==> src/rtl/csr_req_arbiter.sv <==
// csr_req_arbiter: round-robin sharing of one accelerator CSR port among NumReq requesters,
// with in-order read-response routing. Define CSR_ARB_ERR_EN for the sticky spurious-response flag.
module csr_req_arbiter #(
    parameter int NumReq         = 2,
    parameter int RegAddrWidth   = 3,
    parameter int RegDataWidth   = 32,
    parameter int MaxOutstanding = 4
) (
    input  logic                                 clk_i,
    input  logic                                 rst_i,
    input  logic [NumReq-1:0][RegAddrWidth-1:0]  req_addr_i,
    input  logic [NumReq-1:0][RegDataWidth-1:0]  req_wr_data_i,
    input  logic [NumReq-1:0]                    req_wr_en_i,
    input  logic [NumReq-1:0]                    req_valid_i,
    output logic [NumReq-1:0]                    req_ready_o,
    output logic [NumReq-1:0][RegDataWidth-1:0]  rsp_rd_data_o,
    output logic [NumReq-1:0]                    rsp_valid_o,
    input  logic [NumReq-1:0]                    rsp_ready_i,
    output logic [RegAddrWidth-1:0]              acc_addr_o,
    output logic [RegDataWidth-1:0]              acc_wr_data_o,
    output logic                                 acc_wr_en_o,
    output logic                                 acc_req_valid_o,
    input  logic                                 acc_req_ready_i,
    input  logic [RegDataWidth-1:0]              acc_rd_data_i,
    input  logic                                 acc_rsp_valid_i,
    output logic                                 acc_rsp_ready_o,
    output logic                                 err_o
);
    localparam int IdxW = (NumReq > 1) ? $clog2(NumReq) : 1;
    localparam int PtrW = $clog2(MaxOutstanding);
    localparam int CntW = PtrW + 1;

    // state | meaning: IDLE = arbitrate from rr_ptr | LOCKED = hold a stalled grant until handshake
    localparam logic [0:0] IDLE   = 1'b0;
    localparam logic [0:0] LOCKED = 1'b1;

    logic [0:0]      state_q;
    logic [IdxW-1:0] rr_ptr_q;
    logic [IdxW-1:0] lock_idx_q;
    logic [IdxW-1:0] id_mem_q [MaxOutstanding];
    logic [PtrW-1:0] wr_ptr_q;
    logic [PtrW-1:0] rd_ptr_q;
    logic [CntW-1:0] count_q;

    logic              full;
    logic              empty;
    logic [NumReq-1:0] eligible;
    logic [IdxW-1:0]   grant_idx;
    logic [IdxW-1:0]   grant_next;
    logic [IdxW-1:0]   head_idx;
    logic [IdxW-1:0]   cand;
    logic              fwd;
    logic              req_hs;
    logic              push;
    logic              pop;

    assign full  = (count_q == CntW'(MaxOutstanding));
    assign empty = (count_q == '0);

    // Reads are masked out of arbitration once the ID FIFO is full; writes always compete.
    always_comb begin
        eligible = '0;
        for (int i = 0; i < NumReq; i++) begin
            eligible[i] = req_valid_i[i] & (req_wr_en_i[i] | ~full);
        end
    end

    always_comb begin
        grant_idx = lock_idx_q;
        fwd       = 1'b0;
        cand      = '0;
        if (state_q == LOCKED) begin
            fwd = eligible[lock_idx_q];
        end else begin
            for (int k = NumReq - 1; k >= 0; k--) begin
                cand = IdxW'((int'(rr_ptr_q) + k) % NumReq);
                if (eligible[cand]) begin
                    grant_idx = cand;
                    fwd       = 1'b1;
                end
            end
        end
        if (rst_i) begin
            fwd = 1'b0;
        end
    end

    assign req_hs     = fwd & acc_req_ready_i;
    assign push       = req_hs & ~req_wr_en_i[grant_idx];
    assign head_idx   = id_mem_q[rd_ptr_q];
    assign pop        = acc_rsp_valid_i & ~empty & rsp_ready_i[head_idx];
    assign grant_next = (int'(grant_idx) == NumReq - 1) ? '0 : grant_idx + 1'b1;

    always_comb begin
        req_ready_o = '0;
        rsp_valid_o = '0;
        if (fwd) begin
            req_ready_o[grant_idx] = acc_req_ready_i;
        end
        if (!empty) begin
            rsp_valid_o[head_idx] = acc_rsp_valid_i;
        end
    end

    assign acc_req_valid_o = fwd;
    assign acc_addr_o      = fwd ? req_addr_i[grant_idx] : '0;
    assign acc_wr_data_o   = fwd ? req_wr_data_i[grant_idx] : '0;
    assign acc_wr_en_o     = fwd ? req_wr_en_i[grant_idx] : 1'b0;
    // With nothing outstanding, responses are drained so a stray one cannot wedge the port.
    assign acc_rsp_ready_o = empty ? 1'b1 : rsp_ready_i[head_idx];
    assign rsp_rd_data_o   = {NumReq{acc_rd_data_i}};

    always_ff @(posedge clk_i or posedge rst_i) begin
        if (rst_i) begin
            state_q    <= IDLE;
            rr_ptr_q   <= '0;
            lock_idx_q <= '0;
        end else if (req_hs) begin
            state_q  <= IDLE;
            rr_ptr_q <= grant_next;
        end else if (fwd && state_q == IDLE) begin
            state_q    <= LOCKED;
            lock_idx_q <= grant_idx;
        end
    end

    always_ff @(posedge clk_i or posedge rst_i) begin
        if (rst_i) begin
            wr_ptr_q <= '0;
            rd_ptr_q <= '0;
            count_q  <= '0;
        end else begin
            if (push) begin
                wr_ptr_q <= wr_ptr_q + 1'b1;
            end
            if (pop) begin
                rd_ptr_q <= rd_ptr_q + 1'b1;
            end
            if (push && !pop) begin
                count_q <= count_q + 1'b1;
            end else if (pop && !push) begin
                count_q <= count_q - 1'b1;
            end
        end
    end

    always_ff @(posedge clk_i) begin
        if (push) begin
            id_mem_q[wr_ptr_q] <= grant_idx;
        end
    end

`ifdef CSR_ARB_ERR_EN
    logic err_q;

    always_ff @(posedge clk_i or posedge rst_i) begin
        if (rst_i) begin
            err_q <= 1'b0;
        end else if (acc_rsp_valid_i && empty) begin
            err_q <= 1'b1;
        end
    end

    assign err_o = err_q;
`else
    assign err_o = 1'b0;
`endif

endmodule

==> config.mk <==
export PLATFORM = sky130hd
export DESIGN_NAME = csr_req_arbiter
export DESIGN_NICKNAME = d
export VERILOG_FILES = /design/src/rtl/csr_req_arbiter.sv
export SDC_FILE = /design/constraint.sdc
export NUM_CORES = 1
export LEC_CHECK = 0
export CAP_MARGIN = 20
export CORE_AREA = 2 2 86 88
export DETAILED_ROUTE_END_ITERATION = 16
export DIE_AREA = 0 0 88 90
export GPL_TIMING_DRIVEN = 0
export PLACE_DENSITY = 0.83
export SLEW_MARGIN = 10
export SYNTH_ARGS = -nofsm -noshare
export SYNTH_HDL_FRONTEND = slang
export SYNTH_SLANG_ARGS = --single-unit
==> constraint.sdc <==
create_clock -name clk_i -period 8.5 [get_ports clk_i]
set_clock_uncertainty 0.15 [all_clocks]
set_input_delay 2.125 -clock clk_i [delete_from_list [all_inputs] [get_ports clk_i]]
set_output_delay 2.125 -clock clk_i [all_outputs]
set_load 0.01 [all_outputs]
# After elaboration in Yosys (flattened, before gate mapping)
# Memory sizes are Yosys's and may differ from the RTL's.
# Index checks and enable logic that the tools add are counted.
dict set report totals {
  reg_bits 10
  ramBits 4
  input_bits 112
  output_inout_bits 107
  elab_cells 85
  mem_count 1
}
dict set report classes {
  add_sub_neg 6
  n_lt_le_gt_ge 7
  eq_ne 1
  mux 38
  n_bitwise 15
  n_reduce_logical 11
}
# memory depth width read_ports rd_ports_with_merged_regs write_ports line
set memory_table {}
lappend memory_table {id_mem_q 4 1 1 0 1 40} ;# logic [IdxW-1:0] id_mem_q [MaxOutstanding];
# operator n
set op_table {}
lappend op_table {{2-to-1 mux 32 bit} 3}
lappend op_table {{2-to-1 mux 1 bit} 26}
lappend op_table {{2-to-1 mux 3 bit} 5}
lappend op_table {{less-than comparator 1 x 2 -> 1 bit (second input constant)} 5}
lappend op_table {{AND 1 bit} 6}
lappend op_table {{logical AND 1 bit} 5}
lappend op_table {{inverter 1 bit} 5}
lappend op_table {{adder 2 x 1 -> 2 bit (second input constant)} 2}
lappend op_table {{AND 2 bit} 2}
lappend op_table {{2-to-1 mux 2 bit} 2}
lappend op_table {{nonzero test 2 bit} 2}
lappend op_table {{adder 3 x 1 -> 3 bit (second input constant)} 1}
lappend op_table {{== test 3 bit (second input constant)} 1}
lappend op_table {{logical NOT 3 bit} 1}
lappend op_table {{subtractor 3 x 1 -> 3 bit (second input constant)} 1}
lappend op_table {{adder 1 bit (second input constant)} 2}
lappend op_table {{demux 1 bit (select 1 bit)} 2}
lappend op_table {{greater-or-equal comparator 1 bit (second input constant)} 2}
lappend op_table {{logical NOT 1 bit} 2}
lappend op_table {{bitwise OR 1 bit} 2}
lappend op_table {{AND reduction 2 bit} 1}

# Longest topological paths before layout
# Gate-level depths: netlist (run 1).
dict set report depth {
  word_depth 17
  ltp_mapped 11
  mapped_depth_nobuf 10
}

# Worst setup path before layout (run 1)
# OpenSTA, ideal clock, no wires.
dict set report synth_path {
  path_kind {input to output}
  startpoint {input port req_wr_en_i[0]}
  endpoint {output port acc_wr_data_o[11]}
  arrival_time_ns 3.548
  required_time_ns 6.225
  setup_slack_ns 2.677
  path_stages 7
  path_buffers 2
  path_cell_list {or4b_4 -> o211ai_1 -> o22ai_1 -> buf_4 -> buf_4 -> mux2i_1 -> nor2_1}
}
dict set report synth_via {
  elab_chain_cells 10
  elab_cells_between_ends 18
  cone_classes {mux: 16; bitwise: 2}
}
# item line
set synth_lines {}
lappend synth_lines {{start, declared} 13} ;# input logic [NumReq-1:0] req_wr_en_i,
lappend synth_lines {{bitwise OR 1 bit (*)} 64} ;# eligible[i] = req_valid_i[i] & (req_wr_en_i[i] | ~full);
lappend synth_lines {{AND 1 bit (*)} 64}
lappend synth_lines {{2-to-1 mux 1 bit (not written as such) (2 in a row)} 77} ;# if (eligible[cand]) begin
lappend synth_lines {{2-to-1 mux 1 bit (2 in a row)} 77}
lappend synth_lines {{2-to-1 mux 1 bit} 72} ;# if (state_q == LOCKED) begin
lappend synth_lines {{2-to-1 mux 32 bit (not written as such) (2 in a row)} 107} ;# assign acc_wr_data_o = fwd ? req_wr_data_i[grant_idx] : '0;
lappend synth_lines {{2-to-1 mux 32 bit (*)} 107}
lappend synth_lines {{end, declared} 20} ;# output logic [RegDataWidth-1:0] acc_wr_data_o,
# Every way passes the cells marked *; elsewhere a longest branch is shown, timed or not. The select of a mux whose other input is x is not followed.

# Worst setup path in the final report (run 1)
dict set report layout_path {
  startpoint {input port req_wr_en_i[1]}
  endpoint {output port acc_wr_data_o[7]}
}
# The elaborated chain is that of the path after synthesis.

==> results of run 1 <==
[cell families after synthesis]
family | after synthesis | share of synthesized area
adder cells (fa/ha/maj) | 6 | 0.04319
AND/OR/NAND/NOR | 63 | 0.1584
other | 1 | 0.001961
buffers and inverters | 83 | 0.3030
multiplexers | 39 | 0.2140
XOR/XNOR | 6 | 0.02749
flip-flops | 14 | 0.1937
AO/OA/AOI/OAI | 13 | 0.05825
[cell usage in the layout, fill, tap and decap left out, types with 2 or more instances in the layout]
| cell | n |
|---|---|
| clkbuf_8 | 3 |
| ha_1 | 5 |
| nand3b_1 | 2 |
| xnor2_1 | 3 |
| mux2i_1 | 36 |
| and2_2 | 4 |
| or4b_4 | 2 |
| xor2_1 | 3 |
| o31ai_1 | 2 |
| clkdlybuf4s50_1 | 185 |
| inv_1 | 10 |
| buf_4 | 69 |
| nand2_1 | 3 |
| dfrtp_1 | 10 |
| edfxtp_1 | 4 |
| buf_1 | 2 |
| a21oi_1 | 2 |
| nor2_1 | 44 |
[critical path, stage by stage]
cell             delay (ns)
clkdlybuf4s50_1        0.47
or4b_4                 0.54
a32oi_2                0.28
a21oi_1                0.12
nand2_2                0.22
buf_1                  0.44
nor2_1                 0.13
clkdlybuf4s50_1        0.51
[flip-flops by register name (all words and copies together), names as in the netlist]
register and flops:
count_q 3, id_mem_q 4, lock_idx_q 1, rd_ptr_q 2
rr_ptr_q 1, state_q 1, wr_ptr_q 2
[power by group]
part           internal [W]  switching, W
clock             0.0000320     0.0000235
sequential        0.0000993     0.0000355
combinational      0.000299      0.000225
total              0.000431      0.000284
[layer usage]
layer	up-vias	track usage	wire length, um
met4	0	0.04744	172
met1	985	0.1736	2465
li1	1053	-	-
met2	110	0.3485	4045
met5	-	0	0
met3	12	0.04408	597
[how the worst max path moves through the flow]
| stage | slack [ns] | to | cells past startpoint |
|---|---|---|---|
| 6_report | 1.38 | acc_wr_data_o[7] | 8 |
| 5_1_grt | 1.22 | acc_wr_data_o[16] | 8 |
| 4_1_cts | 1.37 | acc_wr_data_o[7] | 8 |
| 3_5_place_dp | 1.39 | acc_wr_data_o[7] | 8 |
| 3_3_place_gp | 1.41 | acc_wr_data_o[7] | 8 |
| 2_1_floorplan | 2.68 | acc_wr_data_o[11] | 7 |
[cells in the mapped netlist]
cell type,n
buf_4,69
nor2_1,44
mux2i_1,36
dfrtp_1,10
inv_1,10
ha_1,5
and2_2,4
edfxtp_1,4
nand2_1,3
xnor2_1,3
xor2_1,3
a21oi_1,2
buf_1,2
nand3b_1,2
o31ai_1,2
or4b_4,2
a2111oi_2,1
a221o_2,1
a22oi_1,1
a31oi_1,1
a32oi_2,1
and2_1,1
and2b_1,1
and3_1,1
buf_2,1
buf_6,1
conb_1,1
fa_1,1
mux2_2,1
mux2_4,1
mux4_2,1
nand2_2,1
nor2b_1,1
nor3_1,1
nor3b_1,1
nor4b_1,1
o211ai_1,1
o21a_1,1
o221ai_1,1
o22ai_1,1
[metrics by stage]
stage	utilization	setup WS, ns	power (W)	cell area, um^2	std cells
CTS	0.5602	1.372	0.0007249	3933	513
global route	0.5602	1.222	0.0007697	3933	513
floorplan	-	2.677	0.0004456	1912	225
global placement	0.5537	1.410	0.0006535	3887	509
detailed placement	0.5537	1.385	0.0006666	3887	509
finish	0.5602	1.381	0.0007151	3933	513
[area by class of cell]
| class | count | area (um^2) | share of cell area |
|---|---|---|---|
| Timing Repair Buffer | 185 | 1852 | 0.4709 |
| Multi-Input combinational cell | 128 | 962.2 | 0.2447 |
| Buffer | 73 | 541.8 | 0.1378 |
| Sequential cell | 14 | 370.4 | 0.09418 |
| Tap cell | 99 | 123.9 | 0.03150 |
| Clock buffer | 3 | 41.29 | 0.01050 |
| Inverter | 10 | 37.54 | 0.009545 |
| Clock inverter | 1 | 3.754 | 0.0009545 |
==> impl_metrics.py, run 1 <==
metrics = {
    "timing": {
        "drv_slew": 0,
        "rsz0062_at_grt": "no",
        "min_period_over_period": 0.8375,
        "fmax_ghz": 0.1405,
        "hold_viol_final": 0,
        "setup_violations": 0,
        "tns_ns": 0,
        "hold_ws_ns": 0.3382,
        "period_minus_slack_ns": 7.119,
        "worst_slew_pin_slew_ns": 0.5067,
        "slew_headroom": 0.6622,
    },
    "cts": {
        "clk_latency_ns": 0.24,
        "post_cts_buffers": 0,
        "cts-buffers-inserted": 3,
        "clkSinkCount": 14,
        "cts-root-buf": "clkbuf_8",
        "ctsResizeCount": 0,
        "ctsHoldBuffers": 0,
        "clkSlewWorstSetupHoldPaths_ns": 0.06,
        "cts-htree-levels": 1,
        "cts_tree": "yes",
        "clockBufferDepth": 2,
    },
    "setup_path": {
        "rr_startpoint": "count_q[1]",
        "r2r-end": "count_q[1]",
        "crit_path_start": "req_wr_en_i[1]",
        "worstSetupPathType": "primary input to primary output",
        "reg2reg_slack_ns": 5.53,
        "r2r_cells": 9,
        "worstSetupEndpointType": "primary output",
        "worstPathArrival_ns": 4.84,
        "startpoint_type": "primary input",
        "cp_max_fo": 10,
        "worst_ep_required_time_ns": 6.23,
    },
    "synthesis": {
        "ys_seq_area_frac": 0.1937,
        "synthesis.area_um2": 1912,
        "synth_cells": 225,
        "syn_avg_cell_area_um2": 8.497,
        "synth_warnings": 0,
        "ys_ff_latch": 14,
        "syn-num-nets": 343,
        "ys_top_cells_by_area": "buf_4 (27%), mux2i_1 (19%), dfrtp_1 (13%)",
        "synth_top_area_frac": 0.2709,
        "yosysTopAreaCell": "buf_4",
        "synthDistinctLibCells": 40,
    },
    "placement": {
        "place.gp.congestion": 0.8152,
        "place.detailed.hpwl_um": 6437,
        "io_buffer_count": 185,
    },
    "layout": {
        "final_net_count": 533,
        "syn_to_final_growth_pct": 105.7,
        "fillers": 611,
        "antenna_cells": 0,
        "drive_above_1_share": 0.2101,
    },
    "routing": {
        "drcViolationCount": 0,
        "vias": 2160,
        "ant_nets": 0,
        "routedWlPerCell_um": 14.19,
        "vias_per_cell": 4.211,
        "first_iter_violations": 50,
        "dr.pass1.iters": 4,
        "wirelength_um": 7282,
    },
    "floorplan": {
        "rows": 31,
        "ios": 219,
        "die_width_um": 88,
        "dieHeight_um": 90,
        "core_um2": 7020,
        "die_area_um2": 7920,
        "initial_utilization": 0.2723,
    },
    "status": {
        "outcome": "completed",
    },
    "global_routing": {
        "grt_pass1_vias": 2221,
        "grt_usage": 0.1760,
        "grt_max_degree": 12,
        "grt-ovfl-total": 0,
        "antenna_found_initial": 0,
        "grt_pass1_wl_um": 10980,
    },
    "power": {
        "leakagePower_nw": 1.724,
        "ir_drop_mv": 0.07655,
        "power_density_nw_per_um2": 181.8,
    },
    "flow_run": {
        "maxCapViolCount": 0,
    },
    "hold_path": {
        "hold_path_class": "register to register",
        "worstHoldEndpoint": "rd_ptr_q[1]",
        "hold_path_startpoint": "rd_ptr_q[1]",
        "worstHoldPathCells": 1,
    },
}
(Power assumes the default switching activity.)
==> inputs of run 2 (changes only) <==
- CORE_AREA: 2 2 86 88 -> default
- CORE_MARGIN: default -> 2
- CORE_UTILIZATION: default -> 28
- DIE_AREA: 0 0 88 90 -> default
- PLACE_DENSITY: 0.83 -> 0.85
- clock period: 8.5 -> 6.75 ns (I/O delays scaled with it)
==> impl_metrics.py, run 2 (same netlist as run 1, synthesis figures left out) <==
metrics = {
    "setup_path": {
        "worstSetupPathType": "primary input to primary output",
        "worstSetupEndpointType": "primary output",
        "worst_ep_required_time_ns": 4.91,
        "path_common_cell": "clkdlybuf4s50_1",
        "cp_max_fo": 10,
        "worstPathCellList": "clkdlybuf4s50_1 > or4b_4 > a32oi_2 > a21oi_1 > nand2_2 > buf_1 > nor2_1 > clkdlybuf4s50_1",
        "slowest_stage": "or4b_4",
        "worst-path-buf-inv": 3,
        "reg2reg_slack_ns": 3.72,
        "startpoint_type": "primary input",
        "max_stage_delay_ns": 0.53,
        "path_delay_family": "buffers and inverters",
        "worstPathArrival_ns": 4.31,
    },
    "routing": {
        "vias": 2128,
        "first_iter_violations": 42,
        "wirelength_um": 7510,
        "drcViolationCount": 0,
        "ant_nets": 0,
        "routedWlPerCell_um": 15.20,
        "dr.pass1.iters": 4,
        "vias_per_cell": 4.308,
    },
    "timing": {
        "fmax_ghz": 0.1626,
        "drv_slew": 0,
        "rsz0062_at_grt": "no",
        "setup_violations": 0,
        "min_period_over_period": 0.9109,
        "timing.final.ws_setup_ns": 0.6012,
        "hold_viol_final": 0,
        "period_minus_slack_ns": 6.149,
        "tns_ns": 0,
    },
    "floorplan": {
        "initial_utilization": 0.2861,
        "dieHeight_um": 86.63,
        "die_area_um2": 7505,
        "core_um2": 6681,
        "ios": 219,
        "rows": 30,
        "die_width_um": 86.63,
    },
    "global_routing": {
        "grt_pass1_wl_um": 10610,
        "grtUsageMet1": 0.1841,
        "antenna_found_initial": 0,
        "gr-usage-met3": 0.04857,
        "grtUsageMet2": 0.3727,
        "grt_usage": 0.1840,
        "top_usage_layer": "met2",
        "grt-ovfl-total": 0,
        "grt_pass1_vias": 2071,
        "grt_max_degree": 12,
    },
    "cts": {
        "clockBufferDepth": 2,
        "cts-buffers-inserted": 3,
        "post_cts_buffers": 0,
        "cts-htree-levels": 1,
        "clkSlewWorstSetupHoldPaths_ns": 0.06,
        "cts_tree": "yes",
        "ctsResizeCount": 0,
        "clkSinkCount": 14,
        "cts-root-buf": "clkbuf_8",
        "ctsHoldBuffers": 0,
        "clk_latency_ns": 0.25,
    },
    "layout": {
        "fin_area_um2": 3909,
        "final_net_count": 533,
        "final_cell_mix": "clkdlybuf4s50_1 (185), buf_4 (69), nor2_1 (44)",
        "drive_above_1_share": 0.2101,
        "top_register": "id_mem_q",
        "antenna_cells": 0,
        "largest_reg_flops": 4,
        "largestRegisters": "id_mem_q (4), count_q (3)",
        "syn_to_final_growth_pct": 104.5,
        "layout_commonest_cell": "clkdlybuf4s50_1",
    },
    "flow_run": {
        "maxCapViolCount": 0,
    },
    "placement": {
        "place.detailed.hpwl_um": 6659,
        "place.gp.congestion": 0.7626,
        "placed_area_um2": 3864,
        "dpl_worst_slack_ns": 0.6089,
        "io_buffer_count": 185,
    },
    "power": {
        "leakagePower_nw": 1.724,
        "power_density_nw_per_um2": 231.4,
        "ir_drop_mv": 0.09426,
    },
    "hold_path": {
        "hold_path_class": "register to register",
    },
    "status": {
        "outcome": "completed",
    },
}
## run 2: cell counts in the layout (fill, tap and decap cells not counted)
Identical to the previous run, type by type.
## run 2: path summary, 6_finish.rpt
path	startpoint	endpoint	cells past startpoint
max	req_wr_en_i[1]	acc_wr_data_o[24]	8
min	rd_ptr_q[1]	rd_ptr_q[1]	1
max reg2reg	count_q[1]	count_q[1]	9
min reg2reg	rd_ptr_q[1]	rd_ptr_q[1]	1
max in group asynchronous	rst_i	rd_ptr_q[1]	2
min in group asynchronous	rst_i	wr_ptr_q[1]	2
## run 2: cell type report
class / count / area, um^2
multi-input combinational: 128 / 962.2
inverter: 10 / 37.54
buffer: 73 / 541.8
tap: 80 / 100.1
clock inverter: 1 / 3.754
fill: 581 / 2773
sequential: 14 / 370.4
timing repair buffer: 185 / 1852
clock buffer: 3 / 41.29
## run 2: where the power goes
part / internal (W) / total [W] / switching, W / leakage (nW)
Clock: 0.0000404 / 0.0000720 / 0.0000317 / 0.0231
Sequential: 0.000125 / 0.000170 / 0.0000446 / 0.151
Combinational: 0.000378 / 0.000663 / 0.000285 / 1.55
## run 2: metal layers
metal | share of wire | vias to the layer above
met1 | 0.33 | 949
met3 | 0.082 | 8
met4 | 0.013 | 0
li1 | - | 1061
met5 | 0 | -
met2 | 0.58 | 110
## run 2: worst register-to-register path, cell delays in order, from the launching register on
cell and delay, ns:
dfrtp_1 0.46, or4b_4 0.61, o211ai_1 0.18, o221ai_1 0.19, and3_1 0.21, buf_6 0.13, ha_1 0.23, inv_1 0.08
fa_1 0.40, mux2_2 0.27
## run 2: stage by stage
step	total power, W	hold slack, ns	util	std cells
3_5_place_dp	0.0008411	0.3382	0.5783	490
4_1_cts	0.0009155	0.3496	0.5850	494
6_report	0.0009047	0.3444	0.5850	494
2_1_floorplan	0.0005612	0.3028	-	225
5_1_grt	0.0009730	0.3742	0.5850	494
3_3_place_gp	0.0008212	0.3195	0.5783	490
==> inputs of run 3 (changes only) <==
- SLEW_MARGIN: 10 -> default
==> results of run 3 <==
Final layout, timing and power as in run 2 (identical DEF).
